[src/rtl/fifo_sc_prog_flags.sv]
// Single-clock register-array FIFO with selectable FWFT/registered read, programmable
// almost-full/almost-empty thresholds, sticky error flags, synchronous flush and peak watermark.
`default_nettype none

module fifo_sc_prog_flags #(
  parameter int DATA_WIDTH = 8,
  parameter int ADDR_WIDTH = 4,
  parameter int FWFT       = 1
) (
  input  logic                  clk,
  input  logic                  reset_n,
  input  logic                  flush,
  input  logic                  wen,
  input  logic [DATA_WIDTH-1:0] data_in,
  input  logic                  ren,
  output logic [DATA_WIDTH-1:0] data_out,
  output logic                  rd_valid,
  input  logic [ADDR_WIDTH:0]   af_thresh,
  input  logic [ADDR_WIDTH:0]   ae_thresh,
  output logic [ADDR_WIDTH:0]   depth,
  output logic                  empty,
  output logic                  full,
  output logic                  almost_full,
  output logic                  almost_empty,
  output logic                  overflow,
  output logic                  underflow,
  output logic [ADDR_WIDTH:0]   peak_depth,
  input  logic                  clr_stat
);

  localparam int PW    = ADDR_WIDTH + 1;
  localparam int DEPTH = 1 << ADDR_WIDTH;

  logic [DATA_WIDTH-1:0] mem_q [DEPTH];
  logic [PW-1:0]         wrptr_q, wrptr_d;
  logic [PW-1:0]         rdptr_q, rdptr_d;
  logic [PW-1:0]         depth_d;
  logic [PW-1:0]         peak_q, peak_d;
  logic                  ovf_q, ovf_d;
  logic                  udf_q, udf_d;
  logic                  wenq, renq;

  // Flags come from registered pointers only; flush suppresses both accepts.
  assign depth        = wrptr_q - rdptr_q;
  assign empty        = (depth == '0);
  assign full         = (depth == PW'(DEPTH));
  assign almost_full  = (depth >= af_thresh);
  assign almost_empty = (depth <= ae_thresh);
  assign overflow     = ovf_q;
  assign underflow    = udf_q;
  assign peak_depth   = peak_q;

  assign wenq = wen & ~full  & ~flush;
  assign renq = ren & ~empty & ~flush;

  always_comb begin
    wrptr_d = wrptr_q;
    rdptr_d = rdptr_q;
    if (flush) begin
      wrptr_d = '0;
      rdptr_d = '0;
    end else begin
      if (wenq) wrptr_d = wrptr_q + PW'(1);
      if (renq) rdptr_d = rdptr_q + PW'(1);
    end
    depth_d = wrptr_d - rdptr_d;
    peak_d  = clr_stat ? depth : ((depth_d > peak_q) ? depth_d : peak_q);
    // Set has priority over clear.
    ovf_d   = (ovf_q & ~clr_stat) | (wen & full  & ~flush);
    udf_d   = (udf_q & ~clr_stat) | (ren & empty & ~flush);
  end

  always_ff @(posedge clk or negedge reset_n) begin
    if (!reset_n) begin
      wrptr_q <= '0;
      rdptr_q <= '0;
      peak_q  <= '0;
      ovf_q   <= 1'b0;
      udf_q   <= 1'b0;
    end else begin
      wrptr_q <= wrptr_d;
      rdptr_q <= rdptr_d;
      peak_q  <= peak_d;
      ovf_q   <= ovf_d;
      udf_q   <= udf_d;
    end
  end

  always_ff @(posedge clk) begin
    if (wenq) mem_q[wrptr_q[ADDR_WIDTH-1:0]] <= data_in;
  end

  generate
    if (FWFT != 0) begin : g_fwft
      assign data_out = mem_q[rdptr_q[ADDR_WIDTH-1:0]];
      assign rd_valid = 1'b0;
    end else begin : g_reg
      logic [DATA_WIDTH-1:0] dout_q;
      logic                  rv_q;
      always_ff @(posedge clk or negedge reset_n) begin
        if (!reset_n) begin
          dout_q <= '0;
          rv_q   <= 1'b0;
        end else begin
          rv_q <= renq;
          if (renq) dout_q <= mem_q[rdptr_q[ADDR_WIDTH-1:0]];
        end
      end
      assign data_out = dout_q;
      assign rd_valid = rv_q;
    end
  endgenerate

endmodule

`default_nettype wire

[config.mk]
export PLATFORM = sky130hd
export DESIGN_NAME = fifo_sc_prog_flags
export DESIGN_NICKNAME = d
export VERILOG_FILES = /design/src/rtl/fifo_sc_prog_flags.sv
export SDC_FILE = /design/constraint.sdc
export NUM_CORES = 1
export LEC_CHECK = 0
export CAP_MARGIN = 25
export CORE_UTILIZATION = 35
export DETAILED_ROUTE_END_ITERATION = 8
export SYNTH_ARGS = -nofsm -noshare
export SYNTH_HDL_FRONTEND = slang
export SYNTH_SLANG_ARGS = --single-unit
[constraint.sdc]
create_clock -name clk -period 5 [get_ports clk]
set_input_delay 1.25 -clock clk [delete_from_list [all_inputs] [get_ports clk]]
set_output_delay 1.25 -clock clk [all_outputs]
set_load 0.005 [all_outputs]
Yosys cells after proc, flatten, opt, wreduce, memory -nomap -nowiden. Memories as Yosys holds them, arrays and structs flattened. Cells that the tools add are included.

Bits in registers: 17. Bits in writable memories: 128. Input bits: 24. Memories: 1.

Bitwise gates (word level): 16. Muxes and demuxes: 8. Reduce and logical (&&, ||, !) cells: 2. $add $sub $neg: 4. Equality and inequality tests: 1. Magnitude comparators: 3.

Memories: mem_q (depth 16, bits a word 8, read ports 1, clocked after memory_dff 0, write ports 1, RTL line 34) `logic [DATA_WIDTH-1:0] mem_q [DEPTH];`.

Operators with widths (count): 2-to-1 mux 5 bit (6); adder 5 x 1 -> 5 bit, second input constant (2); bitwise AND 1 bit (10); subtractor 5 bit (2); == test 5 bit, second input constant (1); >= comparator 5 bit (1); > comparator 5 bit (1); less-or-equal comparator 5 bit (1); zero test 5 bit (1); NOT 1 bit (4); 2-to-1 mux 1 bit (2); OR 1 bit (2); nonzero test 2 bit (1).

Longest topological paths before layout. Gate-level depths: netlist of run 1.

Word-level depth: 11. Depth in mapped cells: 23. Depth with buffers taken out: 23.

Worst setup path before layout of run 1. OpenSTA, ideal clock, no wires.

Path kind: reg2reg. Start: register rdptr_q[1]. End: register peak_q[4], in the netlist peak_depth[4]. Stages on the path, launching flop included: 21. Arrival: 5.393 ns. Path buffers: 2. Clock period less this slack: 5.461 ns. Path slack: -0.461 ns. Cell sequence: dfrtp_1 clkbuf_1 clkbuf_1 inv_1 fa_1 nand3b_1 a211o_1 a211o_2 nand2_1 mux2_2 fa_1 a21o_1 a21oi_1 and3_4 nor2_1 xnor2_1 ha_1 and4_1 a221oi_1 or4b_1 nand3_1.

Word-level cells in the longest chain between the ends: 10.

Ends and longest elaborated chain: from (decl) (RTL line 36) `logic [PW-1:0] rdptr_q, rdptr_d;`; from (signal assigned) (RTL line 82) `rdptr_q <= rdptr_d;`; subtractor 5 bit (*) (RTL line 44) `assign depth = wrptr_q - rdptr_q;`; net depth[1] (RTL line 20) `output logic [ADDR_WIDTH:0] depth,`; == test 5 bit (*) (RTL line 46) `assign full = (depth == PW'(DEPTH));`; NOT 1 bit (*) (RTL line 53) `assign wenq = wen & ~full & ~flush;`; bitwise AND 1 bit (*) (2 in a row) (RTL line 53); 2-to-1 mux 5 bit (*) (RTL line 63) `if (wenq) wrptr_d = wrptr_q + PW'(1);`; 2-to-1 mux 5 bit (*) (RTL line 59) `if (flush) begin`; net wrptr_d[1] (RTL line 35) `logic [PW-1:0] wrptr_q, wrptr_d;`; subtractor 5 bit (*) (RTL line 66) `depth_d = wrptr_d - rdptr_d;`; > comparator 5 bit / 2-to-1 mux 5 bit (equally long branches) (RTL line 67) `peak_d = clr_stat ? depth : ((depth_d > peak_q) ? depth_d : peak_q);`; nonzero test 2 bit (no source line) / 2-to-1 mux 5 bit (equally long branches); to (signal assigned) (RTL line 83) `peak_q <= peak_d;`; to (decl) (RTL line 38) `logic [PW-1:0] peak_q, peak_d;`.

The timed path passes the listed nets; every way through them passes the cells marked *. The select of a mux whose other input is x is not followed. A chain may end at the register's enable or synchronous reset.

Final worst setup path of run 1.
Start: register rdptr_q[0]. End: register peak_q[4], in the netlist peak_depth[4].

Word-level cells in the longest chain between the ends: 10.

Ends and longest elaborated chain (RTL line): subtractor 5 bit (44); == test 5 bit / zero test 5 bit (equally long branches) (46, 45); NOT 1 bit (on tied branches) (53, 54); bitwise AND 1 bit (on tied branches) (2 in a row) (53, 54); 2-to-1 mux 5 bit (on tied branches) (63, 64); 2-to-1 mux 5 bit (59); subtractor 5 bit (66); > comparator 5 bit / 2-to-1 mux 5 bit (equally long branches) (67); nonzero test 2 bit (no source line) / 2-to-1 mux 5 bit (equally long branches).

Several ways; a longest one is shown, not always the timed one. The select of a mux whose other input is x is not followed.

==> metrics.csv, run 1 <==
metric,value,unit
DP HPWL,9.19,mm
number of flops mapped to enable cells by yosys,128,
Synth Area per Inst,17.2,um2
Final WS setup,18.0,ps
I/O Buffers,47,
Yosys warning total,0,
Mapped Nets,434,
dominant cell type by area after synthesis,edfxtp_1,
worst path required time,5360,ps
most frequent cell after synthesis,edfxtp_1,
Pleak,3.00,nW
largest net degree at the start of global routing,36,
worst path arrival time,5340,ps
Synth Register Bits,145,
post-synth top area share,0.588,
critical path class,flop to flop,
CTS Buffer Depth,2,
cts-stage hold buffer count,0,
layout cells sized above 1,0.308,
pwr/cell area,551,nW/um2
maximum fanout along the worst path,3,
number of placement rows,49,
Routed Antenna Nets,0,
vias per cell,5.05,
average routed wire per standard cell,19.8,um
I/O pins,49,
Final Max Tran Viols,0,
maximum VDD drop,336,uV
First-pass DRT Iterations,7,
die height,139,um
Core ar.,18100,um2
sequential share of the synthesized area,0.653,
CTS tree,built,
CTS sink count,145,
Worst Tran Pin Value,1040,ps
kind of end point of the critical path,flop,
Root Buffer,clkbuf_16,
CP Launch Type,flop,
number of max-cap violations,0,
vias in the first global route,3918,
gpl congestion,0.826,
gr ovfl total,0,
die area,19200,um2
top post-synthesis cells by area,"edfxtp_1, mux4_2, dfrtp_1",
CTS Buf Count,17,
Placement Setup Slack,-165,ps
gr usage total,0.160,
antenna violations before repair,1,
Rel. slew slack,0.306,
via count,3650,
Syn-to-layout area delta,27.8,%
"Clk Latency, worst-skew pair",420,ps
Hold WC Path Type,flop to flop,
clock skew,12.1,ps
failing checks,design-rule violations,
fmax,201,MHz
Commonest cells post-synth,"edfxtp_1, mux4_2, inv_1, ha_1, dfrtp_1",
asr flop ratio synth,0.117,
area used by multi-input combinational logic,2240,um2
Starting Density,0.360,
Total Wirelength,14.3,mm
Nets,534,
Die Width,139,um
Final Critical Period,4980,ps
Cell variety after synth,49,
Syn Inst Count,380,
H-tree depth,4,
global-route wire length before repair,22.4,mm
DRC Markers,5,
final instance area,8350,um2
Filler Cell Count,1562,
RSZ-0062 raised after global routing,true,
status,"complete, but fails checks",
Setup-failing EPs final,0,
synthesized area,6540,um2
Post-DP Area,7510,um2
storage element area,4270,um2
Starting DRT DRC Count,237,
endpoints failing hold,0,
top_reg_cell synth,edfxtp_1,
Worst-path clk slew,60,ps
Worst R2R Setup Slack,20,ps
final worst-path cycle share,0.996,
[layer usage]
| layer | vias up | global-route usage | routed length (um) |
|---|---|---|---|
| met1 | 1853 | 0.207 | 6090 |
| met4 | 0 | 0.0515 | 131 |
| met3 | 10 | 0.0373 | 796 |
| li1 | 1681 | - | - |
| met5 | - | 0 | 0 |
| met2 | 106 | 0.266 | 7300 |
[worst max-delay path, cell delays in order (launching register included)]
cell and delay [ps]:
dfrtp_2 420, ha_4 170, inv_2 50, fa_2 460, buf_6 140, nor3b_4 220
nand4b_4 140, a211o_4 370, and2_4 150, xnor2_2 140, or2_4 150, ha_4 130
inv_4 30, fa_2 350, a21o_1 170, a21oi_2 150, and3_4 210, nor2_4 40
xnor2_2 140, ha_1 290, and4_4 170, a221oi_4 270, or4b_1 460, nand3_1 90
[through the flow]
stage / power, mW / cells / setup TNS (ps) / util / hold slack (ps)
final: 4.60 / 723 / 0 / 0.460 / 519
after global placement: 3.12 / 672 / 0 / 0.414 / 491
after CTS: 4.52 / 717 / 0 / 0.454 / 520
after detailed placement: 3.14 / 672 / -497 / 0.414 / 494
after global routing: 4.88 / 723 / -801 / 0.460 / 533
after floorplan: 2.47 / 380 / -102 / - / 487
[cell usage in the layout (no fill, tap or decap), types with 4 or more instances in the layout]
cell	instances
inv_1	26
ha_1	26
o21ai_0	6
mux4_2	40
nor2b_1	6
nand4_1	5
a21oi_1	7
inv_2	4
buf_4	47
clkdlybuf4s50_1	47
nor2_1	10
mux2i_1	6
xor2_1	5
edfxtp_1	128
and2_1	8
nand2_1	9
dfrtp_1	16
clkbuf_16	17
clkbuf_1	4
xnor2_1	4
[path summary, 6_finish.rpt]
kind / startpoint / to / cells past startpoint
max in group asynchronous: reset_n / rdptr_q[0] / 1
setup reg to reg: rdptr_q[0] / peak_depth[4] / 23
min in group asynchronous: reset_n / peak_depth[0] / 1
hold reg to reg: underflow / underflow / 1
hold / removal: underflow / underflow / 1
setup / recovery: rdptr_q[0] / peak_depth[4] / 23
[repair_timing]
| action | 4_1_cts | 5_1_grt |
|---|---|---|
| gates resized for setup | 12 | 14 |
| setup buffers | 13 | 4 |
| setup endpoints to repair | 5 | 5 |
| endpoints found under the hold margin | 0 | 0 |
| pin swaps | 14 | 18 |
[flip-flops by register name, summed over array words and instances (netlist names)]
signal and cells:
underflow 1, wrptr_q 5, peak_depth 5, overflow 1, rdptr_q 5, mem_q 128
[where the power goes]
group / total, mW / internal (mW) / switching, mW
combinational: 1.91 / 1.06 / 0.857
clock: 1.28 / 0.790 / 0.487
sequential: 1.41 / 1.38 / 0.0310
[logic make-up (layout without fill, tap and decap cells)]
family                     count (synthesis)  in the layout  synth area share
DFF                                      145            145             0.653
adders and majority gates                 30             30            0.0597
muxes                                     47             47             0.149
buffers and inverters                     45            158            0.0264
and+or+nand+nor                           68             68            0.0610
other                                      1              2          0.000574
AOI/OAI and AO/OA                         32             32            0.0335
xor gates and xnor gates                  12             12            0.0172
[layout make-up]
class | count | area share
clock inverter | 11 | 0.0187
clock buffer | 21 | 0.0527
inverter | 31 | 0.0142
timing repair buffer | 95 | 0.0999
multi-input combinational | 190 | 0.269
sequential | 145 | 0.511
tap | 229 | 0.0343
antenna | 1 | 0.000300
(Power assumes the default switching activity.)
==> run 2: changes to the inputs <==
--- a/config.mk
+++ b/config.mk
@@ -5,7 +5,6 @@
 export SDC_FILE = /design/constraint.sdc
 export NUM_CORES = 1
 export LEC_CHECK = 0
-export CAP_MARGIN = 25
 export CORE_UTILIZATION = 35
 export DETAILED_ROUTE_END_ITERATION = 8
 export SYNTH_ARGS = -nofsm -noshare
==> run 2 against run 1 <==
Net effect:
- clock-buffer cell count did not move
- sequential share of layout area barely moved
- cell count fell by 0.14%
- first-iteration DRC count rose by 5.9%
- largest cell class unchanged
- the flow still finishes with violations (design-rule violations)
==> metrics.csv, run 2 (synthesis gave the netlist of run 1 again) <==
metric,value,unit
gpl congestion,0.826,
cts-stage hold buffer count,0,
Starting Density,0.360,
Hold WC Path Type,flop to flop,
Final Critical Period,4990,ps
number of max-cap violations,0,
WHS,519,ps
largest net degree at the start of global routing,36,
fmax,201,MHz
I/O pins,49,
Tot Pwr,4.60,mW
GR Util met1,0.207,
average routed wire per standard cell,19.9,um
failing checks,design-rule violations,
clock skew,11.1,ps
CTS sink count,145,
family with the most delay on the worst path,simple AND/OR/NAND/NOR gates,
gr ovfl total,0,
via count,3689,
final instance area,8350,um2
Rel. slew slack,0.271,
Worst Tran Pin Value,1090,ps
Die Width,139,um
max reg flops,128,
Placement Setup Slack,-165,ps
Total Wirelength,14.3,mm
Root Buffer,clkbuf_16,
Worst R2R Setup Slack,10,ps
"Clk Latency, worst-skew pair",410,ps
final worst-path cycle share,0.997,
vias per cell,5.11,
Starting DRT DRC Count,251,
worst path required time,5350,ps
critical path class,flop to flop,
global-route wire length before repair,22.4,mm
antenna violations before repair,1,
CP Launch Type,flop,
RSZ-0062 raised after global routing,true,
layout cells sized above 1,0.307,
slowest CP cell,fa_2,
maximum fanout along the worst path,3,
"Most Used Layer, Global Route",met2,
number of placement rows,49,
Syn-to-layout area delta,27.7,%
worst path arrival time,5340,ps
CTS Buf Count,17,
CTS Buffer Depth,2,
H-tree depth,4,
die area,19200,um2
kind of end point of the critical path,flop,
vias in the first global route,3918,
Final WS setup,14.4,ps
gr usage total,0.160,
Setup-failing EPs final,0,
met3 Use GR,0.0373,
storage element area,4270,um2
I/O Buffers,47,
Final Max Tran Viols,0,
Pleak,3.00,nW
Max stage delay on crit path,480,ps
"leading cell types in the layout, fill and taps excluded","edfxtp_1, clkdlybuf4s50_1, buf_4",
Filler Cell Count,1562,
crit-path cells,inv_2 > ha_4 > inv_2 > fa_2 > buf_6 > nor3b_4 > nand4b_4 > a211o_4 > and2_4 > xnor2_2 > or2_4 > ha_4 > inv_4 > fa_2 > a21o_1 > a21oi_2 > and3_4 > nor2_4 > xnor2_2 > ha_1 > and4_4 > a221oi_4 > or4b_1 > nand3_1,
CTS tree,built,
status,"complete, but fails checks",
Nets,533,
maximum VDD drop,336,uV
pwr/cell area,552,nW/um2
DP HPWL,9.19,mm
Routed Antenna Nets,0,
die height,139,um
endpoints failing hold,0,
Core ar.,18100,um2
DRC Markers,4,
Worst-path clk slew,60,ps
area used by multi-input combinational logic,2240,um2
CP bufs+invs,4,
met2 Use GR,0.266,
"most common cell after layout, fill and taps aside",edfxtp_1,
Post-DP Area,7510,um2
First-pass DRT Iterations,9,
run 2: cell count changes in the layout (fill, tap and decap cells not counted):
cell	before	now
buf_4	47	46
run 2: repair_timing:
item                       4_1_cts  5_1_grt
gates resized for setup         12       14
setup endpoints to repair        5        5
pin swaps                       14       18
setup buffers                   13        4
run 2: routing by layer:
layer	routed length, um	share of wire
met3	634	0.044
met5	0	0
met2	7260	0.51
met4	165	0.012
met1	6280	0.44
run 2: report_power, final:
part	switching, mW	internal (mW)
registers	0.0311	1.38
clock network	0.479	0.791
logic	0.864	1.06
total	1.37	3.23
run 2: per-stage QoR:
step / utilization / TNS (ps) / std cells
3_3_place_gp: 0.414 / 0 / 672
6_report: 0.460 / 0 / 722
2_1_floorplan: - / -102 / 380
4_1_cts: 0.454 / 0 / 717
5_1_grt: 0.460 / -801 / 722
3_5_place_dp: 0.414 / -497 / 672
run 2: worst paths after layout:
kind                             from            end  depth (start not counted)
max                        wrptr_q[0]  peak_depth[4]                         24
min                         underflow      underflow                          1
max in group asynchronous     reset_n     rdptr_q[0]                          1
max reg2reg                wrptr_q[0]  peak_depth[4]                         24
min in group asynchronous     reset_n  peak_depth[0]                          1
min reg2reg                 underflow      underflow                          1
run 2: cell type report:
class	instances	share of cell area
flip-flops and latches	145	0.512
multi-input cells	190	0.269
repair buffers	94	0.0991
clock buffers	21	0.0528
well taps	229	0.0343
clock inverters	11	0.0187
inverters	31	0.0142
diodes	1	0.000300
==> run 3: changes to the inputs <==
--- a/config.mk
+++ b/config.mk
@@ -5,8 +5,9 @@
 export SDC_FILE = /design/constraint.sdc
 export NUM_CORES = 1
 export LEC_CHECK = 0
-export CORE_UTILIZATION = 35
+export CORE_UTILIZATION = 53
 export DETAILED_ROUTE_END_ITERATION = 8
+export PLACE_DENSITY = 0.76
 export SYNTH_ARGS = -nofsm -noshare
 export SYNTH_HDL_FRONTEND = slang
 export SYNTH_SLANG_ARGS = --single-unit
==> run 3 against run 2 <==
Net effect:
- the flow finishes with violations (negative setup slack)
- worst hold slack worse by 4.9 ps
- register-to-register slack lost 50 ps
- global-route usage is 8.0 points higher
- sequential power is essentially flat
- sequential cell count is the same
- critical path depth shrank 1
- wire length shrank 2.6%
==> metrics.csv, run 3 (synthesis gave the netlist of run 1 again) <==
metric,value,unit
CP Launch Type,flop,
failing checks,negative setup slack,
Max stage delay on crit path,460,ps
Total Wirelength,14.0,mm
H-tree depth,4,
"leading cell types in the layout, fill and taps excluded","edfxtp_1, clkdlybuf4s50_1, mux4_2",
largest net degree at the start of global routing,36,
CTS Buffer Depth,2,
hold path depth,1,
die area,12800,um2
maximum fanout along the worst path,4,
Worst R2R Path Depth,23,
I/O pins,49,
Setup-failing EPs final,1,
Starting DRT DRC Count,253,
average routed wire per standard cell,22.2,um
family with the most delay on the worst path,simple AND/OR/NAND/NOR gates,
CTS tree,built,
Final Critical Period,5030,ps
Starting Density,0.544,
DP HPWL,9.12,mm
Stages on worst setup path,23,
Worst-path clk slew,60,ps
status,"complete, but fails checks",
Pleak,2.96,nW
CTS sink count,145,
Worst Tran Pin Value,1000,ps
kind of end point of the critical path,flop,
I/O Buffers,47,
CP bufs+invs,3,
Die Width,113,um
maximum VDD drop,433,uV
Filler Cell Count,780,
number of placement rows,40,
vias per cell,5.89,
number of max-cap violations,0,
Rel. slew slack,0.329,
Hold WC Path Type,flop to flop,
Root Buffer,clkbuf_16,
Syn-to-layout area delta,25.2,%
DRC Markers,0,
gr ovfl total,0,
layout cells sized above 1,0.298,
"most common cell after layout, fill and taps aside",edfxtp_1,
crit-path cells,ha_4 > inv_2 > fa_2 > nand3b_1 > a211o_1 > a2bb2oi_2 > nor2b_1 > buf_4 > xnor2_1 > nor2_2 > ha_4 > inv_2 > fa_2 > a21o_1 > a21oi_2 > and3_4 > nor2_4 > xnor2_2 > ha_1 > and4_4 > a221oi_4 > or4b_1 > nand3_1,
critical path class,flop to flop,
vias in the first global route,4000,
endpoints failing hold,0,
max reg flops,128,
worst path required time,5350,ps
final worst-path cycle share,1.01,
WHS,514,ps
gr usage total,0.240,
"Clk Latency, worst-skew pair",410,ps
cts-stage hold buffer count,0,
Final Max Tran Viols,0,
antenna violations before repair,0,
global-route wire length before repair,21.7,mm
CTS Buf Count,17,
gpl congestion,0.866,
die height,113,um
Nets,524,
worst path arrival time,5380,ps
RSZ-0062 raised after global routing,true,
via count,3710,
slowest CP cell,fa_2,
Routed Antenna Nets,0,
Final Core Density,0.682,
placed insts,589,
First-pass DRT Iterations,4,
clock skew,7.26,ps
Final WS setup,-31.7,ps
Core ar.,12000,um2
Non-Filler Instances,630,
Ant. Diodes,0,
fmax,199,MHz
pwr/cell area,563,nW/um2
## run 3: timing repair
item,in CTS,in global routing
setup buffers,5,4
setup endpoints to repair,5,5
pin swaps,14,18
gates resized for setup,12,12
## run 3: worst paths after layout
| check | startpoint | endpoint | slack (ps) |
|---|---|---|---|
| worst max-delay path | rdptr_q[0] | peak_depth[4] | -30 |
| worst min-delay path | underflow | underflow | 510 |
| worst max register to register | rdptr_q[0] | peak_depth[4] | -30 |
| worst min register to register | underflow | underflow | 510 |
| max in group asynchronous | reset_n | rdptr_q[0] | 3100 |
| min in group asynchronous | reset_n | peak_depth[0] | 1320 |
## run 3: routing by layer
metal	track usage	up-vias	part of all wire	wire [um]
met2	0.395	150	0.52	7210
met5	0	-	0	0
met1	0.310	1874	0.39	5490
met3	0.0487	19	0.075	1050
li1	-	1667	-	-
met4	0.109	0	0.015	214
## run 3: power breakdown
group	leakage (nW)	switching [mW]	internal, mW
sequential	1.38	0.0313	1.38
clock	0.294	0.477	0.833
combinational	1.29	0.848	1.04
## run 3: layout make-up
type	instances	area (um2)	area share
multi-input cells	190	2240	0.274
clock inverters	14	188	0.0229
flip-flops and latches	145	4270	0.522
well taps	147	184	0.0225
inverters	31	116	0.0142
repair buffers	85	759	0.0928
clock buffers	18	429	0.0524
## run 3: per-stage QoR
step           cell area, um2  worst slack [ps]  TNS, ps  total power, mW
2_1_floorplan            6560              -102     -102             2.47
3_3_place_gp             7400              22.7        0             3.08
3_5_place_dp             7400              -195     -611             3.12
4_1_cts                  8090              8.12        0             4.52
5_1_grt                  8190              -242     -965             4.86
6_report                 8190             -31.7    -31.7             4.61
